`src/rtl/spi_slave_sync.sv`:
```
// SPI mode-0 slave (MSB first) running entirely on the system clock; sclk/ss/MOSI are
// synchronised and edge-detected. Optional macro SPI_SLAVE_UNDERRUN_EN adds an underrun strobe and an all-ones filler word.
module spi_slave_sync #(
  parameter int DATA_WIDTH  = 8,
  parameter int SYNC_STAGES = 2
) (
  input  logic                  clock,
  input  logic                  reset_n,
  input  logic                  sclk,
  input  logic                  ss,
  input  logic                  MOSI,
  output logic                  MISO,
  input  logic [DATA_WIDTH-1:0] tx_data,
  input  logic                  tx_valid,
  output logic                  tx_ready,
  output logic [DATA_WIDTH-1:0] rx_data,
  output logic                  rx_valid,
  output logic                  done,
  output logic                  busy
`ifdef SPI_SLAVE_UNDERRUN_EN
  ,
  output logic                  underrun
`endif
);

  localparam int CNT_W = $clog2(DATA_WIDTH + 1);
  localparam logic [CNT_W-1:0] CNT_ZERO = CNT_W'(0);
  localparam logic [CNT_W-1:0] CNT_ONE  = CNT_W'(1);
  localparam logic [CNT_W-1:0] CNT_LAST = CNT_W'(DATA_WIDTH - 1);
  localparam logic [CNT_W-1:0] CNT_FULL = CNT_W'(DATA_WIDTH);
`ifdef SPI_SLAVE_UNDERRUN_EN
  localparam logic [DATA_WIDTH-1:0] FILL_WORD = {DATA_WIDTH{1'b1}};
`else
  localparam logic [DATA_WIDTH-1:0] FILL_WORD = {DATA_WIDTH{1'b0}};
`endif

  typedef enum logic [0:0] {ST_IDLE = 1'b0, ST_SHIFT = 1'b1} state_e;

  logic [SYNC_STAGES-1:0] sclk_sync_q, ss_sync_q, mosi_sync_q;
  logic                   sclk_dly_q, ss_dly_q;
  logic [SYNC_STAGES:0]   flush_q;
  logic                   armed_q, armed_d;

  state_e                 state_q, state_d;
  logic [DATA_WIDTH-1:0]  tx_shift_q, tx_shift_d;
  logic [DATA_WIDTH-1:0]  rx_shift_q, rx_shift_d;
  logic [CNT_W-1:0]       cnt_q, cnt_d;
  logic [DATA_WIDTH-1:0]  hold_q, hold_d;
  logic                   hold_empty_q, hold_empty_d;
  logic [DATA_WIDTH-1:0]  rx_data_q, rx_data_d;
  logic                   rx_valid_q, rx_valid_d;
  logic                   miso_q, miso_d;
  logic                   start_word_s;
`ifdef SPI_SLAVE_UNDERRUN_EN
  logic                   underrun_q, underrun_d;
`endif

  logic sclk_s, ss_s, mosi_s;
  logic sclk_rise_s, sclk_fall_s, ss_rise_s, ss_fall_s;

  assign sclk_s      = sclk_sync_q[SYNC_STAGES-1];
  assign ss_s        = ss_sync_q[SYNC_STAGES-1];
  assign mosi_s      = mosi_sync_q[SYNC_STAGES-1];
  assign sclk_rise_s = sclk_s & ~sclk_dly_q;
  assign sclk_fall_s = ~sclk_s & sclk_dly_q;
  assign ss_rise_s   = ss_s & ~ss_dly_q;
  assign ss_fall_s   = ~ss_s & ss_dly_q;

  // Synchronisers preset to idle; armed_q blocks a fake ss fall right after reset.
  always_ff @(posedge clock or negedge reset_n) begin
    if (!reset_n) begin
      sclk_sync_q <= {SYNC_STAGES{1'b0}};
      ss_sync_q   <= {SYNC_STAGES{1'b1}};
      mosi_sync_q <= {SYNC_STAGES{1'b0}};
      sclk_dly_q  <= 1'b0;
      ss_dly_q    <= 1'b1;
      flush_q     <= {(SYNC_STAGES+1){1'b0}};
      armed_q     <= 1'b0;
    end else begin
      sclk_sync_q <= {sclk_sync_q[SYNC_STAGES-2:0], sclk};
      ss_sync_q   <= {ss_sync_q[SYNC_STAGES-2:0], ss};
      mosi_sync_q <= {mosi_sync_q[SYNC_STAGES-2:0], MOSI};
      sclk_dly_q  <= sclk_s;
      ss_dly_q    <= ss_s;
      flush_q     <= {flush_q[SYNC_STAGES-1:0], 1'b1};
      armed_q     <= armed_d;
    end
  end

  // Next-state logic for the shift FSM, holding register and strobes.
  always_comb begin
    state_d      = state_q;
    tx_shift_d   = tx_shift_q;
    rx_shift_d   = rx_shift_q;
    cnt_d        = cnt_q;
    hold_d       = hold_q;
    hold_empty_d = hold_empty_q;
    rx_data_d    = rx_data_q;
    rx_valid_d   = 1'b0;
    start_word_s = 1'b0;
    armed_d      = armed_q | (flush_q[SYNC_STAGES] & ss_s);
`ifdef SPI_SLAVE_UNDERRUN_EN
    underrun_d   = 1'b0;
`endif

    if (tx_valid && hold_empty_q) begin
      hold_d       = tx_data;
      hold_empty_d = 1'b0;
    end else begin
      hold_d       = hold_q;
    end

    case (state_q)
      ST_IDLE: begin
        if (ss_fall_s && armed_q) begin
          state_d      = ST_SHIFT;
          start_word_s = 1'b1;
          cnt_d        = CNT_ZERO;
        end else begin
          cnt_d        = CNT_ZERO;
        end
      end
      ST_SHIFT: begin
        if (ss_rise_s) begin
          state_d = ST_IDLE;
          cnt_d   = CNT_ZERO;
        end else if (sclk_rise_s) begin
          rx_shift_d = {rx_shift_q[DATA_WIDTH-2:0], mosi_s};
          cnt_d      = cnt_q + CNT_ONE;
          if (cnt_q == CNT_LAST) begin
            rx_data_d  = rx_shift_d;
            rx_valid_d = 1'b1;
          end else begin
            rx_valid_d = 1'b0;
          end
        end else if (sclk_fall_s) begin
          if (cnt_q == CNT_FULL) begin
            start_word_s = 1'b1;
            cnt_d        = CNT_ZERO;
          end else begin
            tx_shift_d   = {tx_shift_q[DATA_WIDTH-2:0], 1'b0};
          end
        end else begin
          state_d = ST_SHIFT;
        end
      end
      default: begin
        state_d = ST_IDLE;
        cnt_d   = CNT_ZERO;
      end
    endcase

    // A same-cycle load is never bypassed: only an already-full register is consumed.
    if (start_word_s) begin
      if (!hold_empty_q) begin
        tx_shift_d   = hold_q;
        hold_empty_d = 1'b1;
      end else begin
        tx_shift_d   = FILL_WORD;
`ifdef SPI_SLAVE_UNDERRUN_EN
        underrun_d   = 1'b1;
`endif
      end
    end else begin
      start_word_s = 1'b0;
    end

    if (state_d == ST_SHIFT) begin
      miso_d = tx_shift_d[DATA_WIDTH-1];
    end else begin
      miso_d = 1'b0;
    end
  end

  // State and datapath registers.
  always_ff @(posedge clock or negedge reset_n) begin
    if (!reset_n) begin
      state_q      <= ST_IDLE;
      tx_shift_q   <= {DATA_WIDTH{1'b0}};
      rx_shift_q   <= {DATA_WIDTH{1'b0}};
      cnt_q        <= CNT_ZERO;
      hold_q       <= {DATA_WIDTH{1'b0}};
      hold_empty_q <= 1'b1;
      rx_data_q    <= {DATA_WIDTH{1'b0}};
      rx_valid_q   <= 1'b0;
      miso_q       <= 1'b0;
`ifdef SPI_SLAVE_UNDERRUN_EN
      underrun_q   <= 1'b0;
`endif
    end else begin
      state_q      <= state_d;
      tx_shift_q   <= tx_shift_d;
      rx_shift_q   <= rx_shift_d;
      cnt_q        <= cnt_d;
      hold_q       <= hold_d;
      hold_empty_q <= hold_empty_d;
      rx_data_q    <= rx_data_d;
      rx_valid_q   <= rx_valid_d;
      miso_q       <= miso_d;
`ifdef SPI_SLAVE_UNDERRUN_EN
      underrun_q   <= underrun_d;
`endif
    end
  end

  assign MISO     = miso_q;
  assign tx_ready = hold_empty_q;
  assign rx_data  = rx_data_q;
  assign rx_valid = rx_valid_q;
  assign done     = rx_valid_q;
  assign busy     = ~ss_s;
`ifdef SPI_SLAVE_UNDERRUN_EN
  assign underrun = underrun_q;
`endif

endmodule

```
`config.mk`:
```
export PLATFORM = sky130hd
export DESIGN_NAME = spi_slave_sync
export DESIGN_NICKNAME = d
export VERILOG_FILES = /design/src/rtl/spi_slave_sync.sv
export SDC_FILE = /design/constraint.sdc
export NUM_CORES = 1
export LEC_CHECK = 0
export BUFFER_PORTS_ARGS = -buffer_cell sky130_fd_sc_hd__buf_2
export CORE_UTILIZATION = 55
export DETAILED_ROUTE_END_ITERATION = 8
export GPL_TIMING_DRIVEN = 0
export PLACE_DENSITY = 0.77
export SLEW_MARGIN = 25
export SYNTH_ARGS = -nofsm -noshare
export SYNTH_HDL_FRONTEND = slang
export SYNTH_SLANG_ARGS = --single-unit
```
`constraint.sdc`:
```
create_clock -name clock -period 2.15 [get_ports clock]
set_clock_uncertainty 0.05 [all_clocks]
set_input_delay 0 -clock clock [delete_from_list [all_inputs] [get_ports clock]]
set_output_delay 0 -clock clock [all_outputs]
set_load 0.02 [all_outputs]
```
# --- Word level (Yosys, flattened, before mapping) ---
# Index checks and enable logic that the tools add are counted.
totals:
  register_bits: 51
  latch_bits: 0
  ram_bits: 0
  rom_bits: 0
  input_bits: 14
  output_inout_bits: 13
  word_cells: 73
  memories: 0
classes:
  addsub: 1
  n_mul: 0
  n_div: 0
  order_cmp: 0
  n_eq_ne: 7
  shift: 0
  mux: 28
  bitwise: 12
  reduce_logical: 8
ops:
  columns: ["operator", "n"]
  rows:
  - ["8-bit 2-to-1 mux", 7]
  - ["4-bit 2-to-1 mux", 4]
  - ["1-bit 2-to-1 mux", 14]
  - ["4-bit by 1-bit inequality test with 1-bit output, second input constant", 2]
  - ["4-bit case mux with 2 select lines", 1]
  - ["2-bit by 1-bit inequality test with 1-bit output, second input constant", 3]
  - ["1-bit inverter", 6]
  - ["1-bit AND", 5]
  - ["5-bit AND reduction", 1]
  - ["4-bit by 1-bit adder with 4-bit output, second input constant", 1]
  - ["4-bit by 3-bit == test with 1-bit output, second input constant", 1]
  - ["4-bit == test, second input constant", 1]
  - ["1-bit case mux with 2 select lines", 2]
  - ["4-bit AND reduction", 1]
  - ["2-bit nonzero test", 2]
  - ["3-bit AND reduction", 1]
  - ["1-bit logical AND", 2]
  - ["2-bit AND reduction", 1]
  - ["1-bit bitwise OR", 1]

# --- Depth between registers and ports, before layout ---
# Gate-level depths: netlist of run 1.
logic_depth:
  word_depth: 8
  depth_mapped: 7
  mapped_depth_nobuf: 6

# --- Worst setup path before layout of run 1 ---
# OpenSTA, ideal clock, no wires.
synth_path:
  kind: "reg2reg"
  from: "reg ss_dly_q"
  to: "reg rx_data_q[0], in the netlist rx_data[0]"
  setup_time_ns: 0.125
  arrival_time_ns: 1.618
  setup_slack_ns: 0.357
  path_stages_with_launch: 6
  path_buffers: 1
  synth_period_minus_slack_ns: 1.793
  cell_sequence: "dfstp_2 nand2b_2 nand3_4 or3_1 buf_6 mux2_4"
synth_via:
  elab_chain_len: 4
synth_lines:
  columns: ["element", "line_no", "text"]
  rows:
  - ["from (decl)", "40", "logic sclk_dly_q, ss_dly_q;"]
  - ["from (signal assigned)", "84", "ss_dly_q <= ss_s;"]
  - ["1-bit inverter", "66", "assign ss_rise_s = ss_s & ~ss_dly_q;"]
  - ["1-bit AND", "66", null]
  - ["1-bit inverter (no source line)", null, null]
  - ["4-bit AND reduction (no source line)", null, null]
  - ["to (signal assigned)", "184", "rx_data_q <= {DATA_WIDTH{1'b0}};"]
  - ["to (signal assigned)", "197", "rx_data_q <= rx_data_d;"]
  - ["to (decl)", "50", "logic [DATA_WIDTH-1:0] rx_data_q, rx_data_d;"]
# No other way between the ends.
# A chain may end at the register's enable or synchronous reset.

# --- Worst setup path after layout of run 1 ---
# Ends and elaborated chain as after synthesis.

==> out/metrics.cfg, run 1 <==
[synthesis]
synth_edf_count=0
synth-seq-cells=51
ys_top_cells_by_area=dfrtp_1 (57%), mux2_2 (8.2%), mux2_4 (5.8%)
yosysMostFrequentCell=dfrtp_1
seq_area_frac_synth_pct=62.3
syn_nets=170
synth_area_um2=2060
synth.distinct_cells=38
synth_top_area_share_pct=57.2
synth.avg_cell_area_um2=13.4
yosysTopAreaCell=dfrtp_1
syn_inst=154
ys_top_cells_by_count=dfrtp_1 (47), mux2_2 (15), a21oi_1 (11)
ys_warn_count=0
async_flop_share_pct=100
synthFlopType=dfrtp_1

[critical_path]
critPathRequiredTime_ns=2.29
cp-end-kind=flop
r2r_slack_ns=0.24
arrival_ns=2.05
path_cells=nand2b_2 > nand3_4 > or3_1 > buf_6 > mux2_4
reg2regPathDepth=5
path_max_fanout=9
crit_path_top_delay_cell=dfstp_2
cpPeakStageDelay_ns=0.56
crit_family=simple AND/OR/NAND/NOR gates
critPathLaunch=ss_dly_q
critical_path_buf_inv_count=1
rr_startpoint=ss_dly_q
endpoint=rx_data[0]
reg2reg_to=rx_data[0]
crit_cells=5
start_kind=flop
critical_path_class=flop to flop

[routing]
wl_per_cell_um=13.9
dr.first_iter.drc_count=62
dr_total_vias=1306
dr.pass1.iters=4
wl_um=3450
antenna_left=0
viasPerCell=5.27
route.detailed.drc=0

[timing]
min_period_over_period_pct=88.9
max_freq_ghz=0.523
slew_violations=0
finalHoldViolCount=0
grt_setup_unrepaired=false
fin_tns_setup_ns=0
setup_viol_count_final=0
layout_min_cycle_time_ns=1.91

[place]
placed_area_um2=2260
hpwlAfterDp_um=2400
port_buffers=26
gp_congestion=0.740

[cells_and_area]
drive_above_1_share_pct=34.7
fillers=259
syn_to_final_growth_pct=21.6
nets=217
antenna_cells=0
final_area_um2=2500

[min_path]
min-delay-path-class=input port to async pin

[cts]
clockBufferDepth=2
cts_tree=yes
root_buffer=clkbuf_8
cts_setup_buffers=0
htree_levels=2
cts.sinks=51
cts-buffers-inserted=5
clkTransAtPathRegs_ns=0.09
worstSkewPairLatency_ns=0.30

[power]
power_density_nw_per_um2=867
max-vdd-ir-drop_v=0.000551
power_leakage_nw=1.21

[floorplan]
io_pins=27
start_util_pct=59.3
dieArea_um2=3990
die_h_um=63.2
rows=21
die_w_um=63.2
core_um2=3470

[global_route]
grt_max_degree=33
grt_pass1_wl_um=5890
grt_pass1_vias=1267
antenna_found_initial=0
track_usage_pct=19.7
overflow=0

[run]
cap_violations=0

[outcome]
status=finished, final reports clean

==> sequential cells by signal, summed over array words and instances (netlist names), 3 cells and up <==
name and count:
hold_q 8, cnt_q 4, flush_q 3, tx_shift_q 8
rx_shift_q 7, rx_data 8
==> where the power goes <==
group | switching (mW) | leakage, nW | internal [mW]
registers | 0.108 | 0.633 | 1.13
clock network | 0.288 | 0.0524 | 0.348
logic | 0.123 | 0.529 | 0.169
==> cells in the final DEF (no fill, tap or decap), types with 2 or more instances in the layout <==
cell type / count
dfrtp_1: 47
buf_2: 29
mux2_2: 15
dlygate4sd3_1: 13
a21oi_1: 11
nand2_1: 9
nor2_1: 9
mux2_4: 8
inv_1: 7
a22oi_1: 6
clkbuf_8: 5
dfstp_2: 4
o21ai_0: 3
nand3_1: 3
a21o_1: 2
nand3b_1: 2
ha_1: 2
clkbuf_1: 2
==> metrics by stage <==
stage	worst slack (ns)	util, %	hold slack [ns]	std cells	total power [mW]
final	0.238	72.1	0.126	248	2.17
after global routing	0.145	72.1	0.160	248	2.28
after CTS	0.228	72.1	0.136	248	2.19
after detailed placement	0.250	65.3	-0.0788	227	1.54
after global placement	0.273	64.7	0.0552	226	1.50
after floorplan	0.357	-	-0.346	154	1.43
==> worst min path at each step <==
| stage | endpoint | slack, ns | depth (start not counted) |
|---|---|---|---|
| global route | state_q | 0.16 | 2 |
| floorplan | MISO | -0.35 | 0 |
| global placement | ss_sync_q[0] | 0.06 | 1 |
| detailed placement | state_q | -0.08 | 1 |
| finish | state_q | 0.13 | 2 |
| CTS | state_q | 0.14 | 2 |
==> routing by layer <==
layer  vias up  track usage (%)  part of all wire (%)
met3         6             6.16                   3.5
met4         0             8.43                   1.5
met2        29             30.8                    49
met5         -                0                     0
li1        629                -                     -
met1       642             25.2                    46
==> worst reg2reg max path: cells and delay by family, from the launching register on <==
kind	cells	cell delay (ns)
multiplexers	1	0.30
flip-flops	1	0.56
buffers and inverters	1	0.16
AND/OR/NAND/NOR	3	0.73
==> cells by family (layout without fill, tap and decap cells) <==
family          Yosys count  count (layout)  synth area share (%)
flops                    51              51                  62.3
simple gates             34              34                  9.49
compound gates           28              28                  8.82
mux                      23              23                  14.1
buf+inv                  13              61                  3.10
fa+ha+maj                 2               2                  1.22
xor+xnor                  2               2                 0.852
other cells               1               1                 0.182
==> final cells by class <==
class                      instances  area (µm²)  area share (%)
tap                               46        57.6            2.30
sequential                        51        1280            51.2
timing repair buffer              40         280            11.2
clock inverter                     1        30.0            1.20
clock buffer                       7        76.3            3.05
multi-input combinational         90         712            28.5
buffer                             6        37.5            1.50
inverter                           7        26.3            1.05
==> timing repair <==
item,CTS,global route
hold buffers,13,0
endpoints found under the hold margin,63,0
resized for setup,0,0
(Power assumes the default switching activity.)
==> run 2, diff against run 1 <==
--- a/config.mk
+++ b/config.mk
@@ -6,10 +6,10 @@
 export NUM_CORES = 1
 export LEC_CHECK = 0
 export BUFFER_PORTS_ARGS = -buffer_cell sky130_fd_sc_hd__buf_2
-export CORE_UTILIZATION = 55
+export CORE_UTILIZATION = 40
 export DETAILED_ROUTE_END_ITERATION = 8
 export GPL_TIMING_DRIVEN = 0
-export PLACE_DENSITY = 0.77
+export PLACE_DENSITY = 0.59
 export SLEW_MARGIN = 25
 export SYNTH_ARGS = -nofsm -noshare
 export SYNTH_HDL_FRONTEND = slang
==> out/metrics.cfg, run 2 (same netlist as run 1, synthesis figures left out) <==
[cells_and_area]
antenna_cells=0  ; unchanged
final_common_cell=dfrtp_1  ; unchanged
post-route-util_pct=51.5  ; was 72.1%
nets=216  ; was 217
syn_to_final_growth_pct=21.5  ; was 21.6%
drive_above_1_share_pct=34.8  ; was 34.7%
final_area_um2=2500  ; about the same
layout_common_cells=dfrtp_1 (47), buf_2 (28), mux2_2 (15)  ; was dfrtp_1 (47), buf_2 (29), mux2_2 (15)
fin_cells=268  ; was 248

[routing]
dr_total_vias=1296  ; was 1306
dr.first_iter.drc_count=78  ; was 62
wl_um=3320  ; was 3450 µm
antenna_left=0  ; unchanged
wl_per_cell_um=12.4  ; was 13.9 µm
dr.pass1.iters=4  ; unchanged
viasPerCell=4.84  ; was 5.27
route.detailed.drc=0  ; unchanged

[cts]
cts_setup_buffers=0  ; unchanged
htree_levels=2  ; unchanged
clkTransAtPathRegs_ns=0.09  ; about the same
cts-buffers-inserted=5  ; unchanged
cts.sinks=51  ; unchanged
cts_tree=yes  ; unchanged
cts_resized=0  ; unchanged
clockBufferDepth=2  ; unchanged
worstSkewPairLatency_ns=0.30  ; about the same
holdBufCountCts=13  ; unchanged
root_buffer=clkbuf_8  ; unchanged

[floorplan]
io_pins=27  ; unchanged
die_h_um=73.7  ; was 63.2 µm
die_w_um=73.7  ; was 63.2 µm
rows=25  ; was 21
dieArea_um2=5430  ; was 3990 µm²
core_um2=4850  ; was 3470 µm²
start_util_pct=42.4  ; was 59.3%

[place]
placedCellCount=247  ; was 227
gp_congestion=0.768  ; was 0.740
port_buffers=26  ; unchanged
hpwlAfterDp_um=2260  ; was 2400 µm
placed_area_um2=2270  ; was 2260 µm²

[min_path]
min-delay-path-class=input port to async pin  ; unchanged

[critical_path]
r2r_slack_ns=0.25  ; was 0.24 ns
path_max_fanout=9  ; unchanged
critPathRequiredTime_ns=2.29  ; about the same
reg2regPathDepth=5  ; unchanged
start_kind=flop  ; unchanged
critical_path_class=flop to flop  ; unchanged
cp-end-kind=flop  ; unchanged
reg2reg_to=rx_data[1]  ; was rx_data[0]
arrival_ns=2.03  ; was 2.05 ns
rr_startpoint=ss_dly_q  ; unchanged

[timing]
slew_headroom_pct=58.3
layout_min_cycle_time_ns=1.90  ; was 1.91 ns
finalHoldViolCount=0  ; unchanged
slew_violations=0  ; unchanged
grt_setup_unrepaired=false  ; unchanged
max_freq_ghz=0.527  ; was 0.523 GHz
fin_tns_setup_ns=0  ; unchanged
worstMarginPinSlew_ns=0.626
setup_viol_count_final=0  ; unchanged
min_period_over_period_pct=88.3  ; was 88.9%
hold_ws_ns=0.214  ; was 0.126 ns

[global_route]
track_usage_pct=14.0  ; was 19.7%
grt_max_degree=52  ; was 33
grt_pass1_vias=1254  ; was 1267
overflow=0  ; unchanged
grt_pass1_wl_um=5680  ; was 5890 µm
antenna_found_initial=0  ; unchanged

[power]
power_density_nw_per_um2=837  ; was 867 nW/µm²
power_leakage_nw=1.20  ; was 1.21 nW
max-vdd-ir-drop_v=0.000428  ; was 0.000551 V

[run]
cap_violations=0  ; unchanged

[outcome]
status=finished, final reports clean  ; unchanged

==> run 2: changes by cell type in the layout (fill, tap and decap cells not counted), sizes merged <==
cell,change
buf,-1
bufinv,-1
clkinv,+1
==> run 2: worst max-delay path by stage <==
stage	startpoint	end	slack (ns)	depth (start not counted)
final	ss_dly_q	rx_data[1]	0.25	5
after global placement	ss_dly_q	rx_data[0]	0.26	5
after global routing	state_q	MISO	0.18	6
after detailed placement	ss_dly_q	rx_data[1]	0.25	5
after CTS	ss_dly_q	rx_data[1]	0.24	5
after floorplan	ss_dly_q	rx_data[0]	0.36	5
==> run 2: per-layer routing <==
metal	vias up	GRT usage [%]	part of all wire, %	wire length (µm)
met4	0	5.77	1.2	40
li1	629	-	-	-
met3	4	4.66	3.6	119
met5	-	0	0	0
met2	27	22.3	49	1610
met1	636	17.4	47	1540
==> run 2: layout make-up <==
cell class	count	area (µm²)
Buffer	6	37.5
Clock buffer	7	86.3
Clock inverter	1	8.76
Fill cell	417	2350
Inverter	7	26.3
Multi-Input combinational cell	90	712
Sequential cell	51	1280
Tap cell	67	83.8
Timing Repair Buffer	39	263
==> run 2: where the power goes <==
group	switching (mW)	internal [mW]	total (mW)
Clock	0.306	0.264	0.570
Sequential	0.105	1.13	1.24
Combinational	0.117	0.166	0.283
==> run 2: worst max-delay path: stages (launching register included) <==
cell and delay, ns:
dfstp_2 0.55, nand2b_2 0.19, nand3_4 0.15, or3_1 0.39, buf_6 0.16, mux2_4 0.30
==> run 2: through the flow <==
| step | setup slack, ns | power [mW] |
|---|---|---|
| after global placement | 0.258 | 1.51 |
| after global routing | 0.175 | 2.21 |
| final | 0.252 | 2.09 |
| after CTS | 0.244 | 2.11 |
| after floorplan | 0.357 | 1.43 |
| after detailed placement | 0.250 | 1.53 |
==> run 3, diff against run 2 <==
--- a/config.mk
+++ b/config.mk
@@ -9,7 +9,7 @@
 export CORE_UTILIZATION = 40
 export DETAILED_ROUTE_END_ITERATION = 8
 export GPL_TIMING_DRIVEN = 0
-export PLACE_DENSITY = 0.59
+export PLACE_DENSITY = 0.64
 export SLEW_MARGIN = 25
 export SYNTH_ARGS = -nofsm -noshare
 export SYNTH_HDL_FRONTEND = slang
==> out/metrics.cfg, run 3 (same netlist as run 1, synthesis figures left out) <==
[outcome]
status=finished, final reports clean  ; unchanged

[cells_and_area]
drive_above_1_share_pct=35.3  ; was 34.8%
final_common_cell=dfrtp_1  ; unchanged
syn_to_final_growth_pct=21.5  ; about the same
antenna_cells=0  ; unchanged
fillers=415  ; was 417
nets=216  ; unchanged
fin_cells=268  ; unchanged
post-route-util_pct=51.6  ; was 51.5%
multi_input_area_um2=712  ; unchanged
regArea_um2=1280  ; unchanged
layout_common_cells=dfrtp_1 (47), buf_2 (28), mux2_2 (15)  ; unchanged

[timing]
fin_ws_ns=0.244  ; was 0.252 ns
slew_violations=0  ; unchanged
hold_ws_ns=0.213  ; was 0.214 ns
max_freq_ghz=0.525  ; was 0.527 GHz
setup_viol_count_final=0  ; unchanged
fin_tns_setup_ns=0  ; unchanged
min_period_over_period_pct=88.6  ; was 88.3%
layout_min_cycle_time_ns=1.91  ; was 1.90 ns
grt_setup_unrepaired=false  ; unchanged
slew_headroom_pct=58.3  ; about the same
worstMarginPinSlew_ns=0.626  ; about the same
finalHoldViolCount=0  ; unchanged

[global_route]
antenna_found_initial=0  ; unchanged
overflow=0  ; unchanged
track_usage_pct=14.0  ; about the same
grt_pass1_vias=1280  ; was 1254
grt_max_degree=52  ; unchanged
grt_pass1_wl_um=5670  ; was 5680 µm

[critical_path]
r2r_slack_ns=0.24  ; was 0.25 ns
rr_startpoint=ss_dly_q  ; unchanged
path_cells=nand2b_2 > nand3_4 > or3_1 > buf_6 > mux2_4  ; unchanged
reg2regPathDepth=5  ; unchanged
path_max_fanout=9  ; unchanged
crit_path_top_delay_cell=dfstp_2  ; unchanged
reg2reg_to=rx_data[1]  ; unchanged
critPathRequiredTime_ns=2.29  ; about the same
cpPeakStageDelay_ns=0.55  ; about the same
arrival_ns=2.04  ; was 2.03 ns
start_kind=flop  ; unchanged
critical_path_class=flop to flop  ; unchanged
cp-end-kind=flop  ; unchanged

[floorplan]
die_h_um=73.7  ; unchanged
core_um2=4850  ; unchanged
rows=25  ; unchanged
start_util_pct=42.4  ; unchanged
die_w_um=73.7  ; unchanged
io_pins=27  ; unchanged
dieArea_um2=5430  ; unchanged

[run]
cap_violations=0  ; unchanged

[routing]
wl_um=3330  ; was 3320 µm
wl_per_cell_um=12.4  ; about the same
route.detailed.drc=0  ; unchanged
antenna_left=0  ; unchanged
dr_total_vias=1303  ; was 1296
viasPerCell=4.86  ; was 4.84
dr.first_iter.drc_count=52  ; was 78
dr.pass1.iters=4  ; unchanged

[place]
gp_congestion=0.813  ; was 0.768
placedCellCount=247  ; unchanged
post-place-ws_ns=0.237  ; was 0.250 ns
hpwlAfterDp_um=2340  ; was 2260 µm
port_buffers=26  ; unchanged

[cts]
htree_levels=2  ; unchanged
root_buffer=clkbuf_8  ; unchanged
cts.sinks=51  ; unchanged
cts_tree=yes  ; unchanged
cts_resized=0  ; unchanged
cts-buffers-inserted=5  ; unchanged
worstSkewPairLatency_ns=0.29  ; was 0.30 ns
clkTransAtPathRegs_ns=0.09  ; about the same
clockBufferDepth=2  ; unchanged

[power]
max-vdd-ir-drop_v=0.000411  ; was 0.000428 V
power_density_nw_per_um2=835  ; was 837 nW/µm²
power_leakage_nw=1.21  ; was 1.20 nW

[min_path]
min-delay-path-class=input port to async pin  ; unchanged

-- run 3: changes by cell type in the layout (fill, tap and decap cells not counted) --
cell and change:
clkinv_2 +1, inv_6 +1, clkbuf_1 -1, clkinv_4 -1
-- run 3: worst max-delay path by stage --
| stage | start | to | slack, ns | cells past startpoint |
|---|---|---|---|---|
| after floorplan | ss_dly_q | rx_data[0] | 0.36 | 5 |
| after CTS | ss_dly_q | rx_data[4] | 0.23 | 5 |
| final | ss_dly_q | rx_data[1] | 0.24 | 5 |
| after global placement | ss_dly_q | rx_data[3] | 0.26 | 5 |
| after detailed placement | ss_dly_q | rx_data[2] | 0.24 | 5 |
| after global routing | state_q | MISO | 0.09 | 6 |
-- run 3: power breakdown --
group	leakage (nW)	internal [mW]	total, mW	switching (mW)
Combinational	0.521	0.166	0.285	0.119
Clock	0.0516	0.263	0.560	0.297
Sequential	0.633	1.13	1.24	0.108
Total	1.21	1.56	2.09	0.525
-- run 3: worst max-delay path: cells and delay by family, from the launching register on --
kind,cells,cell delay (ns)
and+or+nand+nor,3,0.73
DFF,1,0.55
muxes,1,0.30
buffers and inverters,1,0.16
-- run 3: per-layer routing --
layer	vias to the layer above	wire length, µm	global-route usage [%]
met4	0	34	5.13
met5	-	0	0
met1	644	1470	16.4
met3	4	126	4.12
li1	622	-	-
met2	33	1700	24.2
-- run 3: stage by stage --
step / power (mW) / cell area, µm²
floorplan: 1.43 / 2060
global placement: 1.50 / 2270
detailed placement: 1.53 / 2270
CTS: 2.11 / 2500
global route: 2.20 / 2500
finish: 2.09 / 2500
-- run 3: cell type report --
type                            instances  area share [%]
Sequential cell                        51            51.3
Multi-Input combinational cell         90            28.5
Timing Repair Buffer                   39            10.5
Tap cell                               67            3.35
Clock buffer                            6            3.30
Buffer                                  6            1.50
Inverter                                7            1.05
Clock inverter                          2           0.551
-- run 3: timing repair --
action	4_1_cts	5_1_grt
hold buffers	13	0
hold endpoints to repair	59	0
buffers inserted	0	0
